## config.mk

```make
export PLATFORM = sky130hd
export DESIGN_NAME = id_stage
export DESIGN_NICKNAME = d
export VERILOG_FILES = /design/src/rtl/riscv_pkg.sv /design/src/rtl/regfile.sv /design/src/rtl/id_stage.sv
export SDC_FILE = /design/constraint.sdc
export NUM_CORES = 2
export LEC_CHECK = 0
export CORE_MARGIN = 2
export CORE_UTILIZATION = 25
export DETAILED_ROUTE_END_ITERATION = 8
export DONT_BUFFER_PORTS = 1
export PLACE_DENSITY = 0.49
export SYNTH_ARGS = -nofsm -noshare
export SYNTH_HDL_FRONTEND = slang
export SYNTH_HIERARCHICAL = 1
export SYNTH_SLANG_ARGS = --single-unit
export TNS_END_PERCENT = 50
```

## constraint.sdc

```tcl
create_clock -name clk -period 3.4 [get_ports clk]
set_input_delay 0.34 -clock clk [delete_from_list [all_inputs] [get_ports clk]]
set_output_delay 0.34 -clock clk [all_outputs]
set_load 0.01 [all_outputs]
```

## src/rtl/riscv_pkg.sv

```systemverilog
// Shared RV32I decode constants: opcodes, ALU/ResultSrc codes, immediate formats.
package riscv_pkg;

  localparam logic [6:0] OP_LOAD   = 7'b0000011;
  localparam logic [6:0] OP_STORE  = 7'b0100011;
  localparam logic [6:0] OP_RTYPE  = 7'b0110011;
  localparam logic [6:0] OP_IALU   = 7'b0010011;
  localparam logic [6:0] OP_BRANCH = 7'b1100011;
  localparam logic [6:0] OP_JAL    = 7'b1101111;

  localparam logic [2:0] ALU_ADD = 3'b000;
  localparam logic [2:0] ALU_SUB = 3'b001;
  localparam logic [2:0] ALU_AND = 3'b010;
  localparam logic [2:0] ALU_OR  = 3'b011;
  localparam logic [2:0] ALU_SLT = 3'b101;

  localparam logic [1:0] RES_ALU = 2'b00;
  localparam logic [1:0] RES_MEM = 2'b01;
  localparam logic [1:0] RES_PC4 = 2'b10;

  typedef enum logic [2:0] {IMM_NONE, IMM_I, IMM_S, IMM_B, IMM_J} imm_src_e;

  typedef struct packed {
    logic       reg_write;
    logic       mem_write;
    logic       jump;
    logic       branch;
    logic       alu_src;
    logic [1:0] result_src;
    logic [2:0] alu_control;
    imm_src_e   imm_src;
  } ctrl_t;

  // Sign-extends the immediate for the selected format; R-type and bubbles give 0.
  function automatic logic signed [31:0] imm_ext(input logic [31:0] instr, input imm_src_e src);
    logic signed [31:0] imm;
    case (src)
      IMM_I:   imm = {{20{instr[31]}}, instr[31:20]};
      IMM_S:   imm = {{20{instr[31]}}, instr[31:25], instr[11:7]};
      IMM_B:   imm = {{20{instr[31]}}, instr[7], instr[30:25], instr[11:8], 1'b0};
      IMM_J:   imm = {{12{instr[31]}}, instr[19:12], instr[20], instr[30:21], 1'b0};
      default: imm = '0;
    endcase
    return imm;
  endfunction

endpackage

```

## src/rtl/regfile.sv

```systemverilog
// 32x32 register file, x0 hardwired to zero, synchronous clear.
// Optional same-cycle write-through when ID_BYPASS_EN is defined.
module regfile
  import riscv_pkg::*;
#(
  parameter int DATA_W = 32
) (
  input  logic              clk,
  input  logic              reset,
  input  logic              we,
  input  logic [4:0]        wa,
  input  logic [DATA_W-1:0] wd,
  input  logic [4:0]        ra1,
  input  logic [4:0]        ra2,
  output logic [DATA_W-1:0] rd1,
  output logic [DATA_W-1:0] rd2
);

  logic [DATA_W-1:0] mem [32];

  // Reset wins over a coincident write; x0 is never written.
  always_ff @(posedge clk) begin
    if (reset) begin
      for (int i = 0; i < 32; i++) mem[i] <= '0;
    end else if (we && (wa != 5'd0)) begin
      mem[wa] <= wd;
    end
  end

  function automatic logic [DATA_W-1:0] read_port(input logic [4:0] ra);
    logic [DATA_W-1:0] val;
    if (ra == 5'd0) begin
      val = '0;
`ifdef ID_BYPASS_EN
    end else if (!reset && we && (wa == ra)) begin
      val = wd;
`endif
    end else begin
      val = mem[ra];
    end
    return val;
  endfunction

  always_comb begin
    rd1 = read_port(ra1);
    rd2 = read_port(ra2);
  end

endmodule

```

## src/rtl/id_stage.sv

```systemverilog
// RV32I decode stage: zero-latency decoder, immediate extender and register file.
// Build macro ID_BYPASS_EN enables register-file write-through.
module id_stage
  import riscv_pkg::*;
(
  input  logic        clk,
  input  logic        reset,
  input  logic [31:0] InstrD,
  input  logic [31:0] PCD,
  input  logic [31:0] PCPlus4D,
  input  logic        RegWriteW,
  input  logic [4:0]  RdW,
  input  logic [31:0] ResultW,
  output logic        RegWriteD,
  output logic        MemWriteD,
  output logic        JumpD,
  output logic        BranchD,
  output logic        ALUSrcD,
  output logic [1:0]  ResultSrcD,
  output logic [2:0]  ALUControlD,
  output logic [31:0] RD1D,
  output logic [31:0] RD2D,
  output logic [31:0] ImmExtD,
  output logic [31:0] PCD_o,
  output logic [31:0] PCPlus4D_o,
  output logic [4:0]  RdD,
  output logic [4:0]  Rs1D,
  output logic [4:0]  Rs2D,
  output logic        IllegalD
);

  logic [6:0] opcode;
  logic [2:0] funct3;
  ctrl_t      ctrl;
  logic       illegal;

  assign opcode = InstrD[6:0];
  assign funct3 = InstrD[14:12];
  assign Rs1D   = InstrD[19:15];
  assign Rs2D   = InstrD[24:20];
  assign RdD    = InstrD[11:7];
  assign PCD_o      = PCD;
  assign PCPlus4D_o = PCPlus4D;

  function automatic logic [2:0] alu_op(input logic [2:0] f3, input logic sub, output logic bad);
    logic [2:0] op;
    bad = 1'b0;
    case (f3)
      3'b000:  op = sub ? ALU_SUB : ALU_ADD;
      3'b111:  op = ALU_AND;
      3'b110:  op = ALU_OR;
      3'b010:  op = ALU_SLT;
      default: begin op = ALU_ADD; bad = 1'b1; end
    endcase
    return op;
  endfunction

  always_comb begin
    logic bad_f3;
    ctrl    = '0;
    illegal = 1'b0;
    bad_f3  = 1'b0;
    case (opcode)
      OP_LOAD: begin
        ctrl.reg_write  = 1'b1;
        ctrl.alu_src    = 1'b1;
        ctrl.result_src = RES_MEM;
        ctrl.imm_src    = IMM_I;
        illegal         = (funct3 != 3'b010);
      end
      OP_STORE: begin
        ctrl.mem_write = 1'b1;
        ctrl.alu_src   = 1'b1;
        ctrl.imm_src   = IMM_S;
        illegal        = (funct3 != 3'b010);
      end
      OP_RTYPE: begin
        ctrl.reg_write   = 1'b1;
        ctrl.alu_control = alu_op(funct3, InstrD[30], bad_f3);
        illegal          = bad_f3;
      end
      OP_IALU: begin
        ctrl.reg_write   = 1'b1;
        ctrl.alu_src     = 1'b1;
        ctrl.imm_src     = IMM_I;
        ctrl.alu_control = alu_op(funct3, 1'b0, bad_f3);
        illegal          = bad_f3;
      end
      OP_BRANCH: begin
        ctrl.branch      = 1'b1;
        ctrl.imm_src     = IMM_B;
        ctrl.alu_control = ALU_SUB;
        illegal          = (funct3 != 3'b000);
      end
      OP_JAL: begin
        ctrl.reg_write  = 1'b1;
        ctrl.jump       = 1'b1;
        ctrl.result_src = RES_PC4;
        ctrl.imm_src    = IMM_J;
      end
      default: illegal = 1'b1;
    endcase
    // Unsupported encodings become a bubble so nothing downstream commits.
    if (illegal) ctrl = '0;
  end

  assign RegWriteD   = ctrl.reg_write;
  assign MemWriteD   = ctrl.mem_write;
  assign JumpD       = ctrl.jump;
  assign BranchD     = ctrl.branch;
  assign ALUSrcD     = ctrl.alu_src;
  assign ResultSrcD  = ctrl.result_src;
  assign ALUControlD = ctrl.alu_control;
  assign IllegalD    = illegal;
  assign ImmExtD     = imm_ext(InstrD, ctrl.imm_src);

  regfile #(.DATA_W(32)) u_regfile (
    .clk   (clk),
    .reset (reset),
    .we    (RegWriteW),
    .wa    (RdW),
    .wd    (ResultW),
    .ra1   (Rs1D),
    .ra2   (Rs2D),
    .rd1   (RD1D),
    .rd2   (RD2D)
  );

endmodule

```

Word-level counts from Yosys, hierarchy flattened
Memory sizes are Yosys's and may differ from the RTL's.
Cells that the tools add are included.
{ "word_totals": {"output_inout_bits": 186, "ram_bits": 1024, "ff_bits": 0, "word_cells": 53, "inputBits": 136, "mem_count": 1} }
{ "mem_list": {"columns": ["name", "words", "width", "rd", "rd_ports_with_merged_regs", "wr", "line", "source"], "rows": [
  ["u_regfile.mem", 32, 32, 2, 0, 32, "regfile.sv:19", "logic [DATA_W-1:0] mem [32];"]
]} }
{ "op_classes": {"muxes": 25, "n_reduce_logical": 13, "n_eq_ne": 14} }
{ "ops": {"columns": ["op", "n"], "rows": [
  ["one-hot mux 32 bit (4 select lines)", 1],
  ["two-way mux 32 bit", 3],
  ["OR reduction 32 bit", 1],
  ["one-hot mux 3 bit (4 select lines)", 2],
  ["one-hot mux 3 bit (3 select lines)", 2],
  ["== test 7 x 6 -> 1 bit (second input constant)", 2],
  ["== test 7 bit (second input constant)", 2],
  ["two-way mux 1 bit", 13],
  ["two-way mux 13 bit", 1],
  ["zero test 5 bit", 2],
  ["== test 3 x 2 -> 1 bit (second input constant)", 3],
  ["== test 3 bit (second input constant)", 3],
  ["OR reduction 4 bit", 2],
  ["== test 7 x 2 -> 1 bit (second input constant)", 1],
  ["== test 7 x 5 -> 1 bit (second input constant)", 1],
  ["OR reduction 2 bit", 3],
  ["two-way mux 5 bit", 1],
  ["nonzero test 5 bit", 1],
  ["one-hot mux 1 bit (4 select lines)", 1],
  ["one-hot mux 2 bit (2 select lines)", 1],
  ["== test 3 x 1 -> 1 bit (second input constant)", 1],
  ["zero test 3 bit", 1],
  ["!= test 3 x 2 -> 1 bit (second input constant)", 1],
  ["nonzero test 3 bit", 1],
  ["2 further kinds", 2]
]} }

Depth between registers and ports, before layout
{ "depth": {"word_depth": 7, "ltp_mapped": 9} }

Hierarchy
Netlist, hierarchy kept.
{ "modules_own_cells": {"columns": ["module", "cells_each", "instances", "area_each_um2"], "rows": [
  ["regfile", 3502, 1, 54232.0],
  ["id_stage", 187, 1, 1298.7]
]} }

Worst setup path after synthesis
No wires, ideal clock.
{ "synth_path": {"path_type": "input-to-output", "start": "input InstrD[6]", "end": "output ImmExtD[21]", "path_slack_ns": 0.661, "arrival_ns": 2.399, "required_ns": 3.060, "path_stages": 6, "cell_sequence": "buf_2 xor2_1 nor4b_4 nor2_1 a21boi_0 buf_4"} }
{ "synth_via": {"elab_chain_cells": 6, "word_cells_on_any_way": 17, "cone_classes": "eq/ne (10); mux (4); reduce/logical (3)"} }
{ "synth_rtl": {"columns": ["item", "line", "source"], "rows": [
  ["start, declared", "id_stage.sv:8", "input logic [31:0] InstrD,"],
  ["== test 7 x 5 -> 1 bit (tied with other cells)", null, null],
  ["OR reduction 2 bit (no source line)", null, null],
  ["one-hot mux 3 bit (4 select lines) / one-hot mux 1 bit (4 select lines) (equally long branches)", "id_stage.sv:63", "case (opcode)"],
  ["two-way mux 13 bit (*)", "id_stage.sv:104", "if (illegal) ctrl = '0;"],
  ["== test 3 bit (tied with other cells)", "riscv_pkg.sv:37", "case (src)"],
  ["one-hot mux 32 bit (4 select lines) (*)", "riscv_pkg.sv:37", null],
  ["end, declared", "id_stage.sv:23", "output logic [31:0] ImmExtD,"]
]} }
Mark *: on every way between the ends. The rest lies on a longest branch, timed or not.

Final worst setup path
{ "layout_path": {"start": "input InstrD[15]", "end": "output RD1D[26]"} }
{ "layout_via": {"elab_chain_cells": 2, "word_cells_on_any_way": 3, "cone_classes": "mux (1); reduce/logical (1); memory (1)"} }
{ "layout_rtl": {"columns": ["item", "line", "source"], "rows": [
  ["memory read (32 x 32 bit) / zero test 5 bit (equally long branches)", null, null],
  ["two-way mux 32 bit (*)", "regfile.sv:32", "if (ra == 5'd0) begin"],
  ["end, declared", "id_stage.sv:21", "output logic [31:0] RD1D,"]
]} }
Marks and branches as above.

==> flow_summary.json <==
{
  "startpoint": "InstrD[15]",
  "die_width_um": 475.3,
  "drtIter0Drc": 3192,
  "synth_mux_area_share_pct": 22.46,
  "top_usage_layer": "met2",
  "htreeDepth": 3,
  "path_clk_slew_ns": 0.06,
  "timing.fmax_mhz": 266.5,
  "grtUsageMet3_pct": 2.711,
  "hold_viol": 0,
  "rows": 173,
  "grt_usage_pct": 17.13,
  "tns_ns": -3.892,
  "multi_input_area_mm2": 0.02290,
  "io_pins": 322,
  "synthSimpleGateAreaFrac_pct": 13.50,
  "ff_latch_area_mm2": 0.03075,
  "crit_end": "RD1D[26]",
  "synth_compound_area_share_pct": 4.076,
  "drc": 0,
  "cp-start-kind": "input port",
  "cts_tree": "done",
  "synth_xor_area_share_pct": 0.01577,
  "finalCritPeriodShare_pct": 110.3,
  "grt-ovfl-total": 0,
  "violations": "max-slew violations, negative setup slack",
  "cts_root_buf": "clkbuf_16",
  "powerDensity_mw_per_mm2": 478.6,
  "reg.largest.list": "u_regfile/mem x1024",
  "die_y_um": 475.3,
  "drtAntennaViolNets": 0,
  "grt_use_met1_pct": 22.98,
  "top_register": "u_regfile/mem",
  "slew_violations": 190,
  "worstHoldPathType": "input port to flop",
  "leakage_uw": 0.02099,
  "crit_arrival_ns": 3.41,
  "ys_seq_area_share_pct": 55.37,
  "met2_usage_pct": 28.27,
  "hpwl_um": 117400,
  "synthFlopType": "edfxtp_1",
  "hold_slack_ns": 0.1037,
  "grt_max_degree": 312,
  "cts_max_path_buffers": 3,
  "dp_cells": 6389,
  "yosys_warnings": 6,
  "fillers": 22070,
  "via_count": 33320,
  "synth_area_mm2": 0.05553,
  "routed_wl_um": 196500,
  "cts_sinks": 1024,
  "ys_ff_latch": 1024,
  "cap_violations": 0,
  "final.setup.worst_slack_ns": -0.3518,
  "synth_fa_ha_area_share_pct": 0,
  "numCtsBuffers": 110,
  "core_area_mm2": 0.2214,
  "rsz0062_at_grt": "yes",
  "gp_congestion": 0.8000,
  "end_kind": "primary output",
  "peakVddDrop_mv": 0.4320,
  "cts_post_setup_buffers_inserted": 0,
  "vias_per_cell": 5.001,
  "grt_pass1_vias": 34590,
  "io_buffers": 0,
  "synth_cells": 3689,
  "tightest_slew_ns": 1.803,
  "synth-edff-count": 1024,
  "layout.nets": 3728,
  "status": "finished with violations",
  "final-instance-count-excl-fill": 6662,
  "grt_pass1_wl_um": 275000,
  "synth_top_family_by_area": "multiplexers",
  "dieArea_mm2": 0.2259,
  "avgSynthCellArea_um2": 15.05,
  "wl_per_cell_um": 29.49,
  "critPathRequiredTime_ns": 3.06,
  "post-place-ws_ns": -0.2554,
  "crit_type": "input port to primary output",
  "max_slew_margin_pct": -20.19,
  "synth-async-reset-ratio_pct": 0,
  "largest_reg_flops": 1024,
  "cp_max_fo": 311,
  "area_growth_pct": 13.93,
  "start_util_pct": 25.08,
  "drive_gt1_share_pct": 26.19,
  "period_needed_ns": 3.752,
  "setup_viol": 22,
  "antenna_found_initial": 16,
  "utilization_pct": 28.57,
  "dr.pass1.iters": 5,
  "ys_types": 58
}
[cell type report]
class,instances,share of cell area [%]
diodes,10,0.03955
clock buffers,135,4.499
clock inverters,62,0.9117
inverters,8,0.04746
multi-input cells,2204,36.20
flip-flops and latches,1024,48.60
well taps,2975,5.883
repair buffers,244,3.819
[report_power, final]
| group | switching (uW) | internal, uW |
|---|---|---|
| registers | 361 | 14600 |
| logic | 1790 | 1660 |
| clock network | 5280 | 6610 |
| total | 7430 | 22900 |
[stage by stage]
stage | total power (uW) | cell area (um2)
finish | 30280 | 63270
global route | 31180 | 63250
CTS | 30490 | 63080
detailed placement | 18320 | 58750
global placement | 18300 | 58750
floorplan | 17460 | 55650
[layer usage]
| metal | wire (um) | vias to the layer above | part of all wire, % |
|---|---|---|---|
| met5 | 26 | - | 0.013 |
| met4 | 6424 | 4 | 3.3 |
| met3 | 12070 | 305 | 6.1 |
| met2 | 94320 | 1265 | 48 |
| met1 | 83620 | 17830 | 43 |
| li1 | - | 13910 | - |
[logic make-up after synthesis]
logic type | count (synthesis)
AND/OR/NAND/NOR | 1219
flip-flops | 1024
multiplexers | 652
buffers and inverters | 492
AO/OA/AOI/OAI | 300
XOR/XNOR | 1
other | 1
[repair_timing]
action                                  in CTS  in global routing
resized for setup                           14                 29
endpoints found under the setup margin      10                 17
hold endpoints to repair                  1029                  0
pin swaps                                    0                  4
hold buffers                                66                  0
[cells in the mapped netlist, drive strengths merged (5+ instances only)]
cell     number  share of area, %
a2111oi      58               1.0
a211oi        9              0.13
a21boi        7             0.095
a21oi        16              0.14
a22o         51              0.80
a22oi        20              0.27
and2        996                11
buf         209               2.7
clkbuf      275               1.9
edfxtp     1024                55
inv           8             0.054
mux2         30              0.61
mux2i       150               2.7
mux4        472                19
nand2        21              0.14
nand2b        8              0.10
nand3         7             0.063
nand3b        5             0.068
nor2         41              0.28
nor2b        18              0.20
nor3         58              0.54
nor4          7             0.090
nor4b         5              0.12
o21ai        18              0.16
o22ai       105               1.2
or2          34              0.38
[worst min path at each step]
stage / start / depth (start not counted) / end
2_1_floorplan: ResultW[31] / 1 / u_regfile/mem[1][31]
3_3_place_gp: reset / 0 / u_regfile/mem[0][15]
3_5_place_dp: reset / 0 / u_regfile/mem[0][15]
4_1_cts: reset / 1 / u_regfile/mem[20][3]
5_1_grt: reset / 1 / u_regfile/mem[20][3]
6_report: reset / 1 / u_regfile/mem[20][0]
[layout by cell type, fill, tap and decap left out, drive strengths merged, types with 18 or more instances in the layout]
cell and count:
nand2 21, or2 34, nor2b 18, o22ai 105
a2111oi 58, buf 195, dlygate4sd3 49, clkbuf 135
o21ai 18, mux4 472, a22o 51, conb 32
and2 996, nor3 58, nor2 41, edfxtp 1024
clkinv 44, mux2i 150, mux2 30, a22oi 20
[worst max-delay path, cell delays in order]
cell and delay, ns:
mux4_2 1.08, a22o_1 0.30, a2111oi_1 0.34, nor3_1 0.20, buf_4 0.19, buf_4 0.13
Power figures use the tool's default switching activity.
